### config.mk
export PLATFORM = sky130hd
export DESIGN_NAME = mcse_lc_ctrl_flat
export DESIGN_NICKNAME = d
export VERILOG_FILES = /design/src/rtl/mcse_lc_if.sv /design/src/rtl/mcse_lc_ctrl.sv /design/src/flat_wrapper.sv
export SDC_FILE = /design/constraint.sdc
export NUM_CORES = 1
export LEC_CHECK = 0
export CELL_PAD_IN_SITES_DETAIL_PLACEMENT = 1
export CELL_PAD_IN_SITES_GLOBAL_PLACEMENT = 1
export CORE_AREA = 2 2 403 405
export CTS_CLUSTER_SIZE = 12
export DETAILED_ROUTE_END_ITERATION = 12
export DIE_AREA = 0 0 405 407
export GPL_TIMING_DRIVEN = 0
export PLACE_DENSITY_LB_ADDON = 0.08
export SKIP_LAST_GASP = 1
export SLEW_MARGIN = 5
export SYNTH_ARGS = -nofsm -noshare
export SYNTH_HDL_FRONTEND = slang
export SYNTH_SLANG_ARGS = --single-unit
### constraint.sdc
create_clock -name clk -period 2 [get_ports clk]
set_clock_uncertainty 0.2 [all_clocks]
set_input_delay 0.2 -clock clk [delete_from_list [all_inputs] [get_ports clk]]
set_output_delay 0.2 -clock clk [all_outputs]
set_load 0.01 [all_outputs]
### src/rtl/mcse_lc_if.sv
// Lifecycle-controller bus: transition request, authentication token,
// hash-engine handshake and status outputs.
interface mcse_lc_if #(
  parameter int ID_W         = 256,
  parameter int NUM_STATES   = 8,
  parameter int MAX_ATTEMPTS = 3,
  parameter int STATE_W      = $clog2(NUM_STATES),
  parameter int FC_W         = $clog2(MAX_ATTEMPTS + 1)
);
  logic               lc_transition_request_in;
  logic [STATE_W-1:0] lc_transition_target;
  logic [ID_W-1:0]    lc_transition_id;
  logic [ID_W-1:0]    lc_authentication_id;
  logic               lc_authentication_valid;
  logic               hash_req;
  logic [ID_W-1:0]    hash_data;
  logic               hash_ack;
  logic [ID_W-1:0]    hash_digest;
  logic               hash_digest_valid;
  logic [STATE_W-1:0] lc_state;
  logic               lc_busy;
  logic               lc_done;
  logic               lc_pass;
  logic [2:0]         lc_error;
  logic               lc_locked;
  logic [FC_W-1:0]    lc_fail_count;

  modport master (
    output lc_transition_request_in, lc_transition_target, lc_transition_id,
           lc_authentication_id, lc_authentication_valid,
           hash_ack, hash_digest, hash_digest_valid,
    input  hash_req, hash_data, lc_state, lc_busy, lc_done, lc_pass,
           lc_error, lc_locked, lc_fail_count
  );

  modport slave (
    input  lc_transition_request_in, lc_transition_target, lc_transition_id,
           lc_authentication_id, lc_authentication_valid,
           hash_ack, hash_digest, hash_digest_valid,
    output hash_req, hash_data, lc_state, lc_busy, lc_done, lc_pass,
           lc_error, lc_locked, lc_fail_count
  );
endinterface

### src/rtl/mcse_lc_ctrl.sv
// Lifecycle transition controller: authenticates a token through an external
// hash engine, advances the LC state forward-only and locks after repeated failures.
module mcse_lc_ctrl #(
  parameter int ID_W         = 256,
  parameter int NUM_STATES   = 8,
  parameter int STATE_W      = $clog2(NUM_STATES),
  parameter int MAX_ATTEMPTS = 3,
  parameter int TIMEOUT_CYC  = 1024,
  parameter int CNT_W        = $clog2(TIMEOUT_CYC + 1),
  parameter int FC_W         = $clog2(MAX_ATTEMPTS + 1)
) (
  input  logic     clk,
  input  logic     rst,
  mcse_lc_if.slave bus
);
  typedef enum logic [2:0] {
    S_IDLE, S_WAIT_AUTH, S_HASH_REQ, S_HASH_WAIT, S_DONE, S_LOCKED
  } state_t;

  localparam logic [2:0] E_OK      = 3'd0;
  localparam logic [2:0] E_ILLEGAL = 3'd1;
  localparam logic [2:0] E_TIMEOUT = 3'd2;
  localparam logic [2:0] E_AUTH    = 3'd3;
  localparam logic [2:0] E_LOCKED  = 3'd4;
  localparam logic [CNT_W-1:0] T_LAST = CNT_W'(TIMEOUT_CYC - 1);

  state_t             state_q, state_d;
  logic [CNT_W-1:0]   timer_q, timer_d;
  logic [STATE_W-1:0] tgt_q, tgt_d, st_q, st_d;
  logic [ID_W-1:0]    exp_q, exp_d, data_q, data_d;
  logic               req_q, req_d, done_q, done_d, pass_q, pass_d;
  logic               lock_q, lock_d, busy_q, busy_d;
  logic [2:0]         err_q, err_d;
  logic [FC_W-1:0]    fc_q, fc_d;
  logic               fin, timeout;
  logic [2:0]         fin_code;

  always_ff @(posedge clk) begin
    if (rst) begin
      state_q <= S_IDLE;
      timer_q <= '0;
      tgt_q   <= '0;
      st_q    <= '0;
      exp_q   <= '0;
      data_q  <= '0;
      req_q   <= 1'b0;
      done_q  <= 1'b0;
      pass_q  <= 1'b0;
      lock_q  <= 1'b0;
      busy_q  <= 1'b0;
      err_q   <= E_OK;
      fc_q    <= '0;
    end else begin
      state_q <= state_d;
      timer_q <= timer_d;
      tgt_q   <= tgt_d;
      st_q    <= st_d;
      exp_q   <= exp_d;
      data_q  <= data_d;
      req_q   <= req_d;
      done_q  <= done_d;
      pass_q  <= pass_d;
      lock_q  <= lock_d;
      busy_q  <= busy_d;
      err_q   <= err_d;
      fc_q    <= fc_d;
    end
  end

  always_comb begin
    state_d  = state_q;
    timer_d  = timer_q;
    tgt_d    = tgt_q;
    st_d     = st_q;
    exp_d    = exp_q;
    data_d   = data_q;
    req_d    = req_q;
    done_d   = 1'b0;
    pass_d   = pass_q;
    lock_d   = lock_q;
    err_d    = err_q;
    fc_d     = fc_q;
    fin      = 1'b0;
    fin_code = E_OK;
    timeout  = (timer_q == T_LAST);
    case (state_q)
      S_IDLE: if (bus.lc_transition_request_in) begin
        tgt_d = bus.lc_transition_target;
        exp_d = bus.lc_transition_id;
        if (bus.lc_transition_target <= st_q ||
            int'(bus.lc_transition_target) >= NUM_STATES) begin
          fin      = 1'b1;
          fin_code = E_ILLEGAL;
        end else begin
          state_d = S_WAIT_AUTH;
          timer_d = '0;
        end
      end
      // A strobe on the last allowed cycle wins over the timeout.
      S_WAIT_AUTH: begin
        if (bus.lc_authentication_valid) begin
          data_d  = bus.lc_authentication_id;
          req_d   = 1'b1;
          state_d = S_HASH_REQ;
          timer_d = '0;
        end else if (timeout) begin
          fin = 1'b1; fin_code = E_TIMEOUT;
        end else timer_d = timer_q + CNT_W'(1);
      end
      S_HASH_REQ: begin
        if (bus.hash_ack) begin
          req_d   = 1'b0;
          state_d = S_HASH_WAIT;
          timer_d = '0;
        end else if (timeout) begin
          fin = 1'b1; fin_code = E_TIMEOUT;
        end else timer_d = timer_q + CNT_W'(1);
      end
      S_HASH_WAIT: begin
        if (bus.hash_digest_valid) begin
          fin      = 1'b1;
          fin_code = (bus.hash_digest == exp_q) ? E_OK : E_AUTH;
        end else if (timeout) begin
          fin = 1'b1; fin_code = E_TIMEOUT;
        end else timer_d = timer_q + CNT_W'(1);
      end
      S_DONE:   state_d = lock_q ? S_LOCKED : S_IDLE;
      S_LOCKED: if (bus.lc_transition_request_in) begin
        done_d = 1'b1;
        pass_d = 1'b0;
        err_d  = E_LOCKED;
      end
      default:  state_d = S_IDLE;
    endcase
    // Results land on the edge entering DONE so lc_done and lc_state rise together.
    if (fin) begin
      state_d = S_DONE;
      req_d   = 1'b0;
      timer_d = '0;
      done_d  = 1'b1;
      pass_d  = (fin_code == E_OK);
      err_d   = fin_code;
      if (fin_code == E_OK) begin
        st_d = tgt_q;
        fc_d = '0;
      end else if (fin_code != E_ILLEGAL) begin
        fc_d = fc_q + FC_W'(1);
        if (fc_d == FC_W'(MAX_ATTEMPTS)) lock_d = 1'b1;
      end
    end
    busy_d = (state_d != S_IDLE) && (state_d != S_LOCKED);
  end

  assign bus.hash_req      = req_q;
  assign bus.hash_data     = data_q;
  assign bus.lc_state      = st_q;
  assign bus.lc_busy       = busy_q;
  assign bus.lc_done       = done_q;
  assign bus.lc_pass       = pass_q;
  assign bus.lc_error      = err_q;
  assign bus.lc_locked     = lock_q;
  assign bus.lc_fail_count = fc_q;
endmodule

### src/flat_wrapper.sv
// flat-port wrapper written by rule: the top's interface ports become plain ports
module mcse_lc_ctrl_flat 
#(
  parameter int ID_W         = 256,
  parameter int NUM_STATES   = 8,
  parameter int STATE_W      = $clog2(NUM_STATES),
  parameter int MAX_ATTEMPTS = 3,
  parameter int TIMEOUT_CYC  = 1024,
  parameter int CNT_W        = $clog2(TIMEOUT_CYC + 1),
  parameter int FC_W         = $clog2(MAX_ATTEMPTS + 1)
)
  (clk, rst, bus_lc_transition_request_in, bus_lc_transition_target, bus_lc_transition_id, bus_lc_authentication_id, bus_lc_authentication_valid, bus_hash_ack, bus_hash_digest, bus_hash_digest_valid, bus_hash_req, bus_hash_data, bus_lc_state, bus_lc_busy, bus_lc_done, bus_lc_pass, bus_lc_error, bus_lc_locked, bus_lc_fail_count);
  mcse_lc_if #(.ID_W(ID_W), .NUM_STATES(NUM_STATES), .MAX_ATTEMPTS(MAX_ATTEMPTS), .STATE_W(STATE_W), .FC_W(FC_W)) bus_i ();
  input  logic clk;
  input  logic rst;
  input wire logic [$bits(bus_i.lc_transition_request_in)-1:0] bus_lc_transition_request_in;
  input wire logic [$bits(bus_i.lc_transition_target)-1:0] bus_lc_transition_target;
  input wire logic [$bits(bus_i.lc_transition_id)-1:0] bus_lc_transition_id;
  input wire logic [$bits(bus_i.lc_authentication_id)-1:0] bus_lc_authentication_id;
  input wire logic [$bits(bus_i.lc_authentication_valid)-1:0] bus_lc_authentication_valid;
  input wire logic [$bits(bus_i.hash_ack)-1:0] bus_hash_ack;
  input wire logic [$bits(bus_i.hash_digest)-1:0] bus_hash_digest;
  input wire logic [$bits(bus_i.hash_digest_valid)-1:0] bus_hash_digest_valid;
  output wire logic [$bits(bus_i.hash_req)-1:0] bus_hash_req;
  output wire logic [$bits(bus_i.hash_data)-1:0] bus_hash_data;
  output wire logic [$bits(bus_i.lc_state)-1:0] bus_lc_state;
  output wire logic [$bits(bus_i.lc_busy)-1:0] bus_lc_busy;
  output wire logic [$bits(bus_i.lc_done)-1:0] bus_lc_done;
  output wire logic [$bits(bus_i.lc_pass)-1:0] bus_lc_pass;
  output wire logic [$bits(bus_i.lc_error)-1:0] bus_lc_error;
  output wire logic [$bits(bus_i.lc_locked)-1:0] bus_lc_locked;
  output wire logic [$bits(bus_i.lc_fail_count)-1:0] bus_lc_fail_count;
  assign bus_i.lc_transition_request_in = bus_lc_transition_request_in;
  assign bus_i.lc_transition_target = bus_lc_transition_target;
  assign bus_i.lc_transition_id = bus_lc_transition_id;
  assign bus_i.lc_authentication_id = bus_lc_authentication_id;
  assign bus_i.lc_authentication_valid = bus_lc_authentication_valid;
  assign bus_i.hash_ack = bus_hash_ack;
  assign bus_i.hash_digest = bus_hash_digest;
  assign bus_i.hash_digest_valid = bus_hash_digest_valid;
  assign bus_hash_req = bus_i.hash_req;
  assign bus_hash_data = bus_i.hash_data;
  assign bus_lc_state = bus_i.lc_state;
  assign bus_lc_busy = bus_i.lc_busy;
  assign bus_lc_done = bus_i.lc_done;
  assign bus_lc_pass = bus_i.lc_pass;
  assign bus_lc_error = bus_i.lc_error;
  assign bus_lc_locked = bus_i.lc_locked;
  assign bus_lc_fail_count = bus_i.lc_fail_count;
  mcse_lc_ctrl #(.ID_W(ID_W), .NUM_STATES(NUM_STATES), .STATE_W(STATE_W), .MAX_ATTEMPTS(MAX_ATTEMPTS), .TIMEOUT_CYC(TIMEOUT_CYC), .CNT_W(CNT_W), .FC_W(FC_W)) u_core (.clk(clk), .rst(rst), .bus(bus_i));
endmodule
======== Word-level counts from Yosys, hierarchy flattened ========
Index checks and enable logic that the tools add are counted.
storage, ports and cells
  word-level logic and storage cells ...... 94
  output and inout bits ................... 269
  register bits ........................... 542
  RAM bits ................................ 0
  memories ................................ 0
  latch bits .............................. 0
  memory bits (read-only) ................. 0
  bits of input ports ..................... 777
operators by class
  multiplexer cells ....................... 43
  bitwise logic cells ..................... 1
  multiply operators ...................... 0
  $add $sub $neg .......................... 2
  shift-type cells ........................ 0
  equal/unequal tests ..................... 15
  div/mod/pow operators ................... 0
  reductions and logical operators ........ 19
  magnitude comparators ................... 1
operators by type and width
  kind                     number
  $eq A256 B256 Y1         1
  $mux W11                 6
  $pmux W11 S4             1
  $mux W3                  13
  $mux W1                  15
  $pmux W3 S5              1
  $pmux W3 S4              1
  $add A11 B1 Y11 const B  1
  $eq A11 B10 Y1 const B   1
  $ne A2 B2 Y1 const B     5
  $reduce_and A2 Y1        5
  $mux W2                  4
  $reduce_and A4 Y1        2
  $reduce_bool A2 Y1       4
  $eq A3 B2 Y1 const B     2
  $eq A3 B3 Y1 const B     2
  $logic_not A3 Y1         2
  $pmux W1 S4              1
  $reduce_bool A4 Y1       1
  $reduce_or A2 Y1         2
  $eq A3 B1 Y1 const B     1
  $le A3 B3 Y1             1
  $ne A3 B1 Y1 const B     1
  $ne A3 B3 Y1 const B     1
  other kinds (7)          7

======== Depth between registers and ports, before layout ========
Gate-level depths: netlist of run 1.
  depth after elaboration ................. 7
  depth in mapped cells ................... 10
  gate-level depth less buffers ........... 9

======== Worst setup path after synthesis of run 1 ========
OpenSTA, ideal clock, no wires.
  path kind ............................... reg-to-reg
  start point ............................. register u_core.st_q[1] (netlist: u_core.bus.lc_state[1])
  end point ............................... register u_core.timer_q[1]
  setup slack ............................. -0.251 ns
  period minus slack after synthesis ...... 2.251 ns
  cell stages (with the launch flop) ...... 11
  setup time .............................. 0.117 ns
  path buffers ............................ 1
  data arrival time ....................... 1.934 ns
  data required time ...................... 1.683 ns
  cell sequence ........................... dfxtp_1 inv_1 ha_1 nor2b_1 o21ai_0 a211oi_1 o31ai_1 clkbuf_1 nor2_1 a22oi_1 nor2_1
on the way
  cells in the longest elaborated chain, start to end .. 5
  elaborated cells between the ends (all ways) .. 7
  those cells by class .................... order compare: 1; eq/ne: 1; mux: 3; reduce/logical: 2
ends and longest elaborated chain
  what                        line                RTL
  from (decl)                 mcse_lc_ctrl.sv:29  logic [STATE_W-1:0] tgt_q, tgt_d, st_q, st_d;
  from (signal assigned)      mcse_lc_ctrl.sv:57  st_q <= st_d;
  $le A3 B3 Y1 *              mcse_lc_ctrl.sv:90  if (bus.lc_transition_target <= st_q ||
  $mux W1                     mcse_lc_ctrl.sv:90
  $mux W1                     mcse_lc_ctrl.sv:87  S_IDLE: if (bus.lc_transition_request_in) begin
  $pmux W1 S4                 mcse_lc_ctrl.sv:86  case (state_q)
  $reduce_or A2 Y1 (no line)  n/a
  to (signal assigned)        mcse_lc_ctrl.sv:55  timer_q <= timer_d;
  to (decl)                   mcse_lc_ctrl.sv:28  logic [CNT_W-1:0] timer_q, timer_d;
Every way passes the cells marked *; elsewhere a longest branch is shown, timed or not.
A chain may end at the register's enable or synchronous reset.

======== Worst setup path after layout of run 1 ========
  start point ............................. register u_core.exp_q[117]
  end point ............................... register u_core.err_q[0] (netlist: u_core.bus.lc_error[0])
on the way
  cells in the longest elaborated chain, start to end .. 5
ends and longest elaborated chain
  what                    line                 RTL
  from (decl)             mcse_lc_ctrl.sv:30   logic [ID_W-1:0] exp_q, exp_d, data_q, data_d;
  from (signal assigned)  mcse_lc_ctrl.sv:58   exp_q <= exp_d;
  $eq A256 B256 Y1        mcse_lc_ctrl.sv:122  fin_code = (bus.hash_digest == exp_q) ? E_OK : E_AUTH;
  $mux W2                 mcse_lc_ctrl.sv:122
  $mux W3                 mcse_lc_ctrl.sv:120  if (bus.hash_digest_valid) begin
  $pmux W3 S4             mcse_lc_ctrl.sv:86
  $mux W3                 mcse_lc_ctrl.sv:136  if (fin) begin
  to (signal assigned)    mcse_lc_ctrl.sv:65   err_q <= err_d;
  to (decl)               mcse_lc_ctrl.sv:33   logic [2:0] err_q, err_d;
Every way passes these cells.

==> results of run 1 <==
cell usage in the layout (no fill, tap or decap), drive strengths merged, types with 2 or more instances in the layout:
cell type      netlist  routed
clkbuf             144     261
dlygate4sd3          0     513
inv                 11      16
nand3                2       2
clkinv               0      11
nand2b               7       7
ha                   5       5
xor2               256     256
a211oi               2       2
nand4               21      21
nor2b                6       6
a31oi                4       4
clkinvlp             0       2
dfxtp              542     542
diode                0      25
o31ai                2       2
buf                 36     112
bufinv               0       6
nor4                69      69
a21oi              533     533
a21o                 2       2
dlygate4sd2          0     268
nand2             1047    1047
nor2                25      25
clkdlybuf4s50        0     775
or2                  4       4
clkdlybuf4s15        0       2
o21bai               2       2
o21ai               18      18
nor3                 4       4
mux2i                3       3
power by group through the flow:
stage / clock [mW] / combinational, mW / sequential, mW
after CTS: 15.3 / 7.56 / 11.9
final: 14.7 / 8.23 / 12.0
after global routing: 15.7 / 8.82 / 12.1
after global placement: 0 / 5.73 / 12.1
after detailed placement: 0 / 5.75 / 12.1
after floorplan: 0 / 1.91 / 12.1
kinds of logic after synthesis:
kind of cell	share of synthesized area, %
AO/OA/AOI/OAI	13.4
multiplexers	0.139
XOR/XNOR	10.4
adder cells (fa/ha/maj)	0.289
AND/OR/NAND/NOR	22.1
flip-flops	50.1
buffers and inverters	3.54
area by class of cell:
type                            instances  area (um^2)  area share, %
Tap cell                             2160         2700           5.81
Clock buffer                          117         2240           4.81
Buffer                                174         1520           3.26
Multi-Input combinational cell       2026        12200           26.1
Antenna cell                           25         62.6          0.134
Sequential cell                       542        10900           23.4
Timing Repair Buffer                 1640        16600           35.6
Inverter                               11         41.3         0.0887
Clock inverter                         24          378          0.812
final timing paths:
kind / startpoint / to / slack (ns) / cells after the start
max: u_core.exp_q[117] / u_core.bus.lc_error[0] / -0.89 / 8
min: rst / u_core.bus.lc_fail_count[0] / 0.05 / 4
max reg2reg: u_core.exp_q[117] / u_core.bus.lc_error[0] / -0.89 / 8
min reg2reg: u_core.bus.hash_data[217] / u_core.bus.hash_data[217] / 0.25 / 2
tightest hold or removal path: cells and delay by family:
family	cells	cell delay [ns]
AOI/OAI and AO/OA	1	0.05
buffers and inverters	1	0.40
and+or+nand+nor	2	0.20
what timing repair did:
item	CTS	global route
hold buffers	513	0
setup buffers	25	28
gates cloned	19	13
endpoints found under the setup margin	811	488
pin swaps	24	263
endpoints found under the hold margin	513	0
gates resized for setup	571	535
cell usage after synthesis (all sizes together), types with 2 or more instances:
cell type	n	share of area [%]
a211oi	2	0.069
nand3	2	0.046
dfxtp	542	50
o21bai	2	0.069
o21ai	18	0.43
or2	4	0.12
inv	11	0.19
nor2b	6	0.17
a31oi	4	0.12
a21o	2	0.069
xor2	256	10
nor4	69	2.1
clkbuf	144	2.5
buf	36	0.86
nand2	1047	18
o31ai	2	0.069
nor3	4	0.092
a21oi	533	12
nor2	25	0.45
mux2i	3	0.14
nand4	21	0.61
ha	5	0.29
nand2b	7	0.20
routing by layer:
| layer | routed length (um) | GRT usage, % | vias to the layer above |
|---|---|---|---|
| met5 | 235 | 0 | - |
| met4 | 3140 | 4.52 | 38 |
| met3 | 13000 | 6.89 | 193 |
| met2 | 90400 | 37.1 | 834 |
| met1 | 66300 | 21.8 | 12300 |
| li1 | - | - | 12500 |
sequential cells by signal, indices dropped and copies added (netlist names):
signal,cells
u_core.bus.hash_data,256
u_core.bus.hash_req,1
u_core.bus.lc_busy,1
u_core.bus.lc_done,1
u_core.bus.lc_error,3
u_core.bus.lc_fail_count,2
u_core.bus.lc_locked,1
u_core.bus.lc_pass,1
u_core.bus.lc_state,3
u_core.exp_q,256
u_core.state_q,3
u_core.tgt_q,3
u_core.timer_q,11
stage by stage:
stage	hold WS (ns)	std cells	TNS [ns]	worst slack, ns	util, %
2_1_floorplan	0.136	2759	-0.784	-0.0698	-
3_3_place_gp	0.243	5963	-700.06	-3.82	21.8
3_5_place_dp	0.249	5965	-676.82	-3.09	21.8
4_1_cts	0.00759	6661	-47.15	-0.876	27.6
5_1_grt	0.0322	6716	-73.95	-0.911	29.0
6_report	0.0528	6719	-30.77	-0.889	29.0
==> impl_metrics.py, run 1 <==
metrics = {
    "critical_path": {
        "worstSetupPathType": "reg2reg",
        "worstPathRequired_ns": 2.30,
        "cp.arrival_ns": 3.19,
        "worst_path_largest_cell_delay_ns": 0.50,
        "path_delay_family": "simple AND/OR/NAND/NOR gates",
        "cp_common_cell": "nand4_1",
        "crit_buf_inv": 1,
        "cpMaxStageDelayCell": "nor4_1",
        "crit_chain": "xor2_1 > nor4_1 > nand4_1 > nor4_4 > nand4_1 > buf_6 > a221oi_2 > nor2_1",
        "startpoint_type": "register",
        "cp-end-kind": "register",
        "crit_fanout": 6,
    },
    "yosys": {
        "synthesis.nets": 3541,
        "syn_area_um2": 21600,
        "synth_seq_cells": 542,
        "syn_inst": 2759,
        "ys_warn_count": 0,
        "ys_seq_area_share_pct": 50.1,
        "syn-mean-instance-area_um2": 7.85,
        "synth_cell_types": 44,
        "ys_async_sr_fraction_pct": 0,
        "synth_ff_type": "dfxtp_1",
        "synth_edf_count": 0,
    },
    "floorplanning": {
        "core.rowCount": 147,
        "ios": 1046,
        "die_x_um": 405,
        "core-area_um2": 160000,
        "die_h_um": 407,
        "dieArea_um2": 165000,
        "start_util_pct": 13.5,
    },
    "sta": {
        "fin_crit_sh_pct": 144,
        "worstMarginPinSlew_ns": 1.35,
        "timing.fmax_mhz": 346,
        "max_slew_margin_pct": 9.91,
        "drv_slew": 0,
        "layout_min_cycle_time_ns": 2.89,
        "hold_viol": 0,
        "setup_viol_count_final": 320,
        "grt_setup_unrepaired": "true",
        "fin_ws_ns": -0.889,
    },
    "clocking": {
        "cts.reportedPaths.clkPinSlew_ns": 0.06,
        "clockBufferDepth": 3,
        "root_buffer": "clkbuf_16",
        "clock_sinks": 542,
        "clkLatencyLatePin_ns": 0.68,
        "cts_tree": "yes",
        "cts_buffers": 79,
        "cts_max_level": 3,
    },
    "pwr": {
        "peakVddDrop_uv": 612,
        "p_sw_share_pct": 30.6,
        "p_seq_share_pct": 34.4,
        "comb_power_share_pct": 23.5,
        "power.switching_mw": 10.7,
        "clkPwrFrac_pct": 42.1,
        "power_mw": 35.0,
        "leakagePower_nw": 18.9,
        "intPower_mw": 24.3,
        "p_per_area_nw_per_um2": 751,
    },
    "min_path": {
        "hold_class": "in2reg",
    },
    "global_routing": {
        "grt.total_usage_pct": 20.1,
        "antenna_found_initial": 73,
        "grt_pass1_wl_um": 228000,
        "overflow": 0,
        "grt_pass1_vias": 27900,
        "grt_max_degree": 13,
    },
    "cells_and_area": {
        "drive_gt1_share_pct": 15.2,
        "design_area_um2": 46500,
        "layout.nets": 5256,
        "area_delta_synth_final_pct": 115,
        "fill_cells": 18500,
    },
    "detailed_routing": {
        "post-route-drc-count": 0,
        "wirelength_um": 173000,
        "vias": 25800,
        "wl_per_cell_um": 25.8,
        "dr.pass1.iters": 4,
        "ant_nets": 0,
        "drt_iter0_markers": 915,
        "viasPerCell": 3.85,
    },
    "place": {
        "dp_hpwl_um": 137000,
        "gp_congestion": 0.783,
        "place_area_um2": 34900,
        "port_buffers": 1044,
    },
    "run_status": {
        "status": "finished, violations left",
        "violations": "setup timing",
    },
    "flow_run": {
        "drv_cap": 0,
    },
}
Power figures use the tool's default switching activity.
==> run 2: changes to the inputs <==
--- a/config.mk
+++ b/config.mk
@@ -13,6 +13,7 @@
 export DIE_AREA = 0 0 405 407
 export GPL_TIMING_DRIVEN = 0
 export PLACE_DENSITY_LB_ADDON = 0.08
+export SETUP_SLACK_MARGIN = 0.05
 export SKIP_LAST_GASP = 1
 export SLEW_MARGIN = 5
 export SYNTH_ARGS = -nofsm -noshare
==> run 2 against run 1 <==
The run still ends with setup timing left. Die area unchanged. Maximum frequency increased by 2.9%. Sequential power about the same. Core utilization increased by 1.3 points. Setup slack improved by 0.082 ns. Clock-buffer cell count increased by 7. Non-clock buffer count increased by 21. Register-to-register slack improved by 0.08 ns. Global-route usage decreased by 0.50 points. Cell count increased by 0.30%. Flip-flop and latch count unchanged.
==> impl_metrics.py, run 2 (synthesis results as in run 1) <==
metrics = {
    "critical_path": {
        "cp.arrival_ns": 3.21,
        "worst_path_largest_cell_delay_ns": 0.48,
        "worstSetupPathType": "reg2reg",
        "worstPathRequired_ns": 2.40,
        "crit_chain": "xor2_1 > nor4_4 > nand4_1 > nor4_2 > nand4_1 > buf_6 > or2_4 > o21ai_1",
        "cp-end-kind": "register",
        "cpMaxStageDelayCell": "nor4_4",
        "crit_fanout": 6,
        "cp_common_cell": "nand4_1",
        "startpoint_type": "register",
    },
    "run_status": {
        "violations": "setup timing",
        "status": "finished, violations left",
    },
    "clocking": {
        "clkLatencyLatePin_ns": 0.69,
        "cts_tree": "yes",
        "cts.reportedPaths.clkPinSlew_ns": 0.06,
        "root_buffer": "clkbuf_16",
        "clock_sinks": 542,
        "cts_max_level": 3,
        "clockBufferDepth": 3,
        "cts_buffers": 81,
    },
    "detailed_routing": {
        "wl_per_cell_um": 25.6,
        "ant_nets": 0,
        "wirelength_um": 172000,
        "drt_iter0_markers": 830,
        "dr.pass1.iters": 4,
        "viasPerCell": 3.85,
        "post-route-drc-count": 0,
        "vias": 26000,
    },
    "floorplanning": {
        "die_x_um": 405,
        "core.rowCount": 147,
        "die_h_um": 407,
        "dieArea_um2": 165000,
        "ios": 1046,
        "start_util_pct": 13.5,
        "core-area_um2": 160000,
    },
    "cells_and_area": {
        "drive_gt1_share_pct": 18.2,
        "regArea_um2": 10900,
        "final_cell_count_no_fill": 6739,
        "fill_cells": 18300,
        "area_delta_synth_final_pct": 125,
        "layout.nets": 5279,
        "layout_common_cells": "nand2_1 (851), clkdlybuf4s50_1 (775), dfxtp_1 (526)",
        "layout_commonest_cell": "nand2_1",
        "multiInputGateArea_um2": 12700,
    },
    "pwr": {
        "p_seq_share_pct": 34.0,
        "p_per_area_nw_per_um2": 728,
        "p_sw_share_pct": 30.4,
        "clkPwrFrac_pct": 42.1,
        "comb_power_share_pct": 23.9,
        "power.switching_mw": 10.8,
        "peakVddDrop_uv": 540,
        "leakagePower_nw": 23.2,
        "intPower_mw": 24.6,
    },
    "sta": {
        "layout_min_cycle_time_ns": 2.81,
        "setup_viol_count_final": 305,
        "fin_crit_sh_pct": 140,
        "drv_slew": 0,
        "max_slew_margin_pct": 27.4,
        "timing.fmax_mhz": 356,
        "hold_viol": 0,
        "grt_setup_unrepaired": "true",
        "worstMarginPinSlew_ns": 1.09,
        "fin_ws_ns": -0.807,
    },
    "global_routing": {
        "grt_pass1_wl_um": 223000,
        "grt_pass1_vias": 27800,
        "antenna_found_initial": 69,
        "grt.total_usage_pct": 19.6,
        "grt_max_degree": 13,
        "overflow": 0,
    },
    "min_path": {
        "hold_class": "in2reg",
    },
    "place": {
        "gp_congestion": 0.775,
        "preCtsSetupSlack_ns": -2.98,
        "port_buffers": 1044,
        "dpl.cell_count": 5964,
        "dp_hpwl_um": 136000,
    },
    "flow_run": {
        "drv_cap": 0,
    },
}
==> run 2: cell types whose count changed in the layout (fill, tap and decap cells not counted), sizes merged, moves of 2 or more <==
cell and change:
buf +31, clkinvlp -2, inv -2, bufinv -2, dlymetal6s2s +269, clkbuf -2
dlygate4sd2 -268
==> run 2: area by class of cell <==
class	instances	area share [%]
sequential	542	22.4
clock buffer	124	4.94
timing repair buffer	1662	36.9
clock inverter	17	0.584
inverter	11	0.0849
tap	2160	5.56
antenna	24	0.124
multi-input combinational	2026	26.2
buffer	173	3.19
==> run 2: path summary, 6_finish.rpt <==
path / from / end / slack [ns] / cells after the start
worst min register to register: u_core.bus.hash_data[239] / u_core.bus.hash_data[239] / 0.25 / 2
worst max register to register: u_core.exp_q[236] / u_core.bus.lc_state[2] / -0.81 / 8
worst max-delay path: u_core.exp_q[236] / u_core.bus.lc_state[2] / -0.81 / 8
worst min-delay path: bus_lc_transition_id[141] / u_core.exp_q[141] / 0.14 / 3
==> run 2: routing by layer <==
layer / track usage (%) / wire length [um] / part of all wire (%)
met1: 21.3 / 65400 / 38
met2: 36.3 / 89500 / 52
met3: 7.01 / 13700 / 7.9
met4: 3.65 / 3360 / 2.0
met5: 0 / 290 / 0.17
==> run 2: critical path, delay by kind of cell (launching register included) <==
kind	cells	cell delay (ns)
XOR/XNOR	1	0.32
AND/OR/NAND/NOR	5	1.47
flip-flops	1	0.40
AO/OA/AOI/OAI	1	0.12
buffers and inverters	1	0.18
==> run 2: timing repair <==
action | in CTS | in global routing
pin swaps | 17 | 366
hold buffers | 512 | 0
setup buffers | 15 | 54
cloned | 2 | 36
setup endpoints to repair | 811 | 811
resized for setup | 123 | 1369
endpoints found under the hold margin | 512 | 0
==> run 2: power by group through the flow <==
stage          Combinational (mW)  Clock, mW  Sequential (mW)
2_1_floorplan                1.92          0             12.1
3_3_place_gp                 5.71          0             12.1
3_5_place_dp                 5.73          0             12.2
4_1_cts                      7.05       15.6             11.9
5_1_grt                      9.05       16.0             12.1
6_report                     8.47       14.9             12.0
==> run 2: stage by stage <==
stage	setup TNS, ns	instance area (um^2)	power, mW	hold slack (ns)	util [%]
2_1_floorplan	-0.780	21700	14.0	0.136	-
3_3_place_gp	-699.34	34900	17.9	0.242	21.8
3_5_place_dp	-678.94	34900	17.9	0.247	21.8
4_1_cts	-319.26	43500	34.6	0.0129	27.2
5_1_grt	-60.45	48600	37.1	0.110	30.3
6_report	-41.80	48600	35.4	0.142	30.4
==> run 3: changes to the inputs <==
--- a/config.mk
+++ b/config.mk
@@ -7,10 +7,10 @@
 export LEC_CHECK = 0
 export CELL_PAD_IN_SITES_DETAIL_PLACEMENT = 1
 export CELL_PAD_IN_SITES_GLOBAL_PLACEMENT = 1
-export CORE_AREA = 2 2 403 405
+export CORE_AREA = 2 2 412 414
 export CTS_CLUSTER_SIZE = 12
 export DETAILED_ROUTE_END_ITERATION = 12
-export DIE_AREA = 0 0 405 407
+export DIE_AREA = 0 0 414 416
 export GPL_TIMING_DRIVEN = 0
 export PLACE_DENSITY_LB_ADDON = 0.08
 export SETUP_SLACK_MARGIN = 0.05
==> constraint.sdc (replaced) <==
create_clock -name clk -period 2.9 [get_ports clk]
set_clock_uncertainty 0.2 [all_clocks]
set_input_delay 0.29 -clock clk [delete_from_list [all_inputs] [get_ports clk]]
set_output_delay 0.29 -clock clk [all_outputs]
set_load 0.01 [all_outputs]
==> run 3 against run 2 <==
The run now ends clean. Sequential share of layout area grew 2.7 points. Setup slack gained 0.85 ns. Register-to-register slack gained 0.85 ns. Critical endpoint is now u_core.bus.lc_error[0].
==> impl_metrics.py, run 3 (synthesis results as in run 1) <==
metrics = {
    "run_status": {
        "status": "complete, no violations",
    },
    "critical_path": {
        "crit_fanout": 5,
        "worstSetupPathType": "reg2reg",
        "cp-end-kind": "register",
        "startpoint_type": "register",
        "cp.arrival_ns": 3.17,
        "worstPathRequired_ns": 3.22,
    },
    "floorplanning": {
        "core-area_um2": 168000,
        "die_x_um": 414,
        "start_util_pct": 12.9,
        "die_h_um": 416,
        "dieArea_um2": 172000,
        "ios": 1046,
        "core.rowCount": 151,
    },
    "global_routing": {
        "grt_pass1_wl_um": 227000,
        "grt_max_degree": 20,
        "grt_pass1_vias": 28000,
        "overflow": 0,
        "grt.total_usage_pct": 18.9,
        "antenna_found_initial": 81,
    },
    "pwr": {
        "power.switching_mw": 6.91,
        "leakagePower_nw": 15.8,
        "comb_power_share_pct": 19.3,
        "intPower_mw": 16.4,
        "clkPwrFrac_pct": 45.5,
        "power_mw": 23.4,
        "peakVddDrop_uv": 366,
        "p_sw_share_pct": 29.6,
        "p_seq_share_pct": 35.2,
        "p_per_area_nw_per_um2": 539,
    },
    "cells_and_area": {
        "drive_gt1_share_pct": 5.49,
        "layout.nets": 5186,
        "layout_common_cells": "nand2_1 (1046), clkdlybuf4s50_1 (1044), dfxtp_1 (536)",
        "fill_cells": 19700,
        "layout_commonest_cell": "nand2_1",
        "area_delta_synth_final_pct": 100,
    },
    "clocking": {
        "clkLatencyLatePin_ns": 0.68,
        "cts.reportedPaths.clkPinSlew_ns": 0.06,
        "clockBufferDepth": 3,
        "root_buffer": "clkbuf_16",
        "clock_sinks": 542,
        "cts_tree": "yes",
        "cts_max_level": 3,
        "cts_buffers": 81,
    },
    "place": {
        "port_buffers": 1044,
        "preCtsSetupSlack_ns": -1.99,
        "gp_congestion": 0.765,
        "dp_hpwl_um": 136000,
    },
    "sta": {
        "max_slew_margin_pct": 18.1,
        "layout_min_cycle_time_ns": 2.86,
        "timing.fmax_mhz": 350,
        "grt_setup_unrepaired": "true",
        "fin_ws_ns": 0.0450,
        "hold_viol": 0,
        "fin_crit_sh_pct": 98.4,
        "drv_slew": 0,
        "setup_viol_count_final": 0,
        "worstMarginPinSlew_ns": 1.23,
        "fin_hold_ws_ns": 0.0685,
    },
    "min_path": {
        "hold_class": "in2reg",
    },
    "detailed_routing": {
        "post-route-drc-count": 0,
        "dr.pass1.iters": 4,
        "viasPerCell": 3.76,
        "vias": 25200,
        "wirelength_um": 167000,
        "wl_per_cell_um": 24.9,
        "drt_iter0_markers": 665,
        "ant_nets": 0,
    },
    "flow_run": {
        "drv_cap": 0,
    },
}
run 3: cell types whose count changed in the layout (fill, tap and decap cells not counted), sizes merged:
| cell | previous run | this run |
|---|---|---|
| dlymetal6s2s | 269 | 0 |
| buf | 143 | 48 |
| clkbuf | 259 | 260 |
| diode | 24 | 26 |
| clkinv | 10 | 13 |
| bufinv | 4 | 7 |
| clkdlybuf4s15 | 1 | 0 |
| dlygate4sd3 | 512 | 509 |
| clkdlybuf4s50 | 775 | 1044 |
run 3: layout make-up:
type	count	area, um^2	share of cell area, %
Clock inverter	23	383	0.884
Sequential cell	542	10900	25.1
Inverter	11	41.3	0.0954
Timing Repair Buffer	1564	15600	36.1
Buffer	178	742	1.71
Antenna cell	26	65.1	0.150
Multi-Input combinational cell	2026	10400	24.1
Tap cell	2218	2780	6.41
Clock buffer	119	2380	5.50
run 3: through the flow:
step	setup TNS (ns)	instances	util [%]	instance area (um^2)
CTS	-0.188	6680	25.7	43200
global route	-0.395	6699	25.7	43300
detailed placement	-307.06	6025	20.8	34900
floorplan	0	2759	-	21600
finish	0	6707	25.8	43300
global placement	-310.50	6021	20.7	34900
run 3: worst paths after layout:
| kind | from | slack [ns] | cells after the start | end |
|---|---|---|---|---|
| setup / recovery | u_core.exp_q[205] | 0.04 | 9 | u_core.bus.lc_error[0] |
| hold / removal | bus_lc_transition_id[129] | 0.07 | 3 | u_core.exp_q[129] |
| setup reg to reg | u_core.exp_q[205] | 0.04 | 9 | u_core.bus.lc_error[0] |
| hold reg to reg | u_core.bus.hash_data[71] | 0.25 | 2 | u_core.bus.hash_data[71] |
run 3: critical path, stage by stage, from the launching register on:
cell and delay [ns]:
dfxtp_2 0.38, xor2_1 0.18, nor4_1 0.45, nand4_1 0.38
nor4_1 0.34, nand4_1 0.16, buf_6 0.17, buf_6 0.13
a221oi_2 0.23, nor2_1 0.07
run 3: power by group through the flow:
stage | Sequential (mW) | Combinational [mW] | Clock [mW]
floorplan | 8.33 | 1.31 | 0
global placement | 8.38 | 3.91 | 0
detailed placement | 8.39 | 3.93 | 0
CTS | 8.23 | 4.70 | 11.1
global route | 8.27 | 4.92 | 11.4
finish | 8.22 | 4.51 | 10.6
run 3: what timing repair did:
| item | CTS | global route |
|---|---|---|
| hold endpoints to repair | 509 | 0 |
| buffers inserted | 6 | 1 |
| setup endpoints to repair | 452 | 68 |
| pin swaps | 15 | 8 |
| hold buffers | 509 | 0 |
| resized for setup | 69 | 17 |
run 3: layer usage:
metal | part of all wire [%] | vias to the layer above | track usage (%)
met2 | 54 | 741 | 36.6
met1 | 37 | 11900 | 19.7
met3 | 6.8 | 219 | 5.92
met5 | 0.14 | - | 0
li1 | - | 12300 | -
met4 | 2.1 | 38 | 4.35
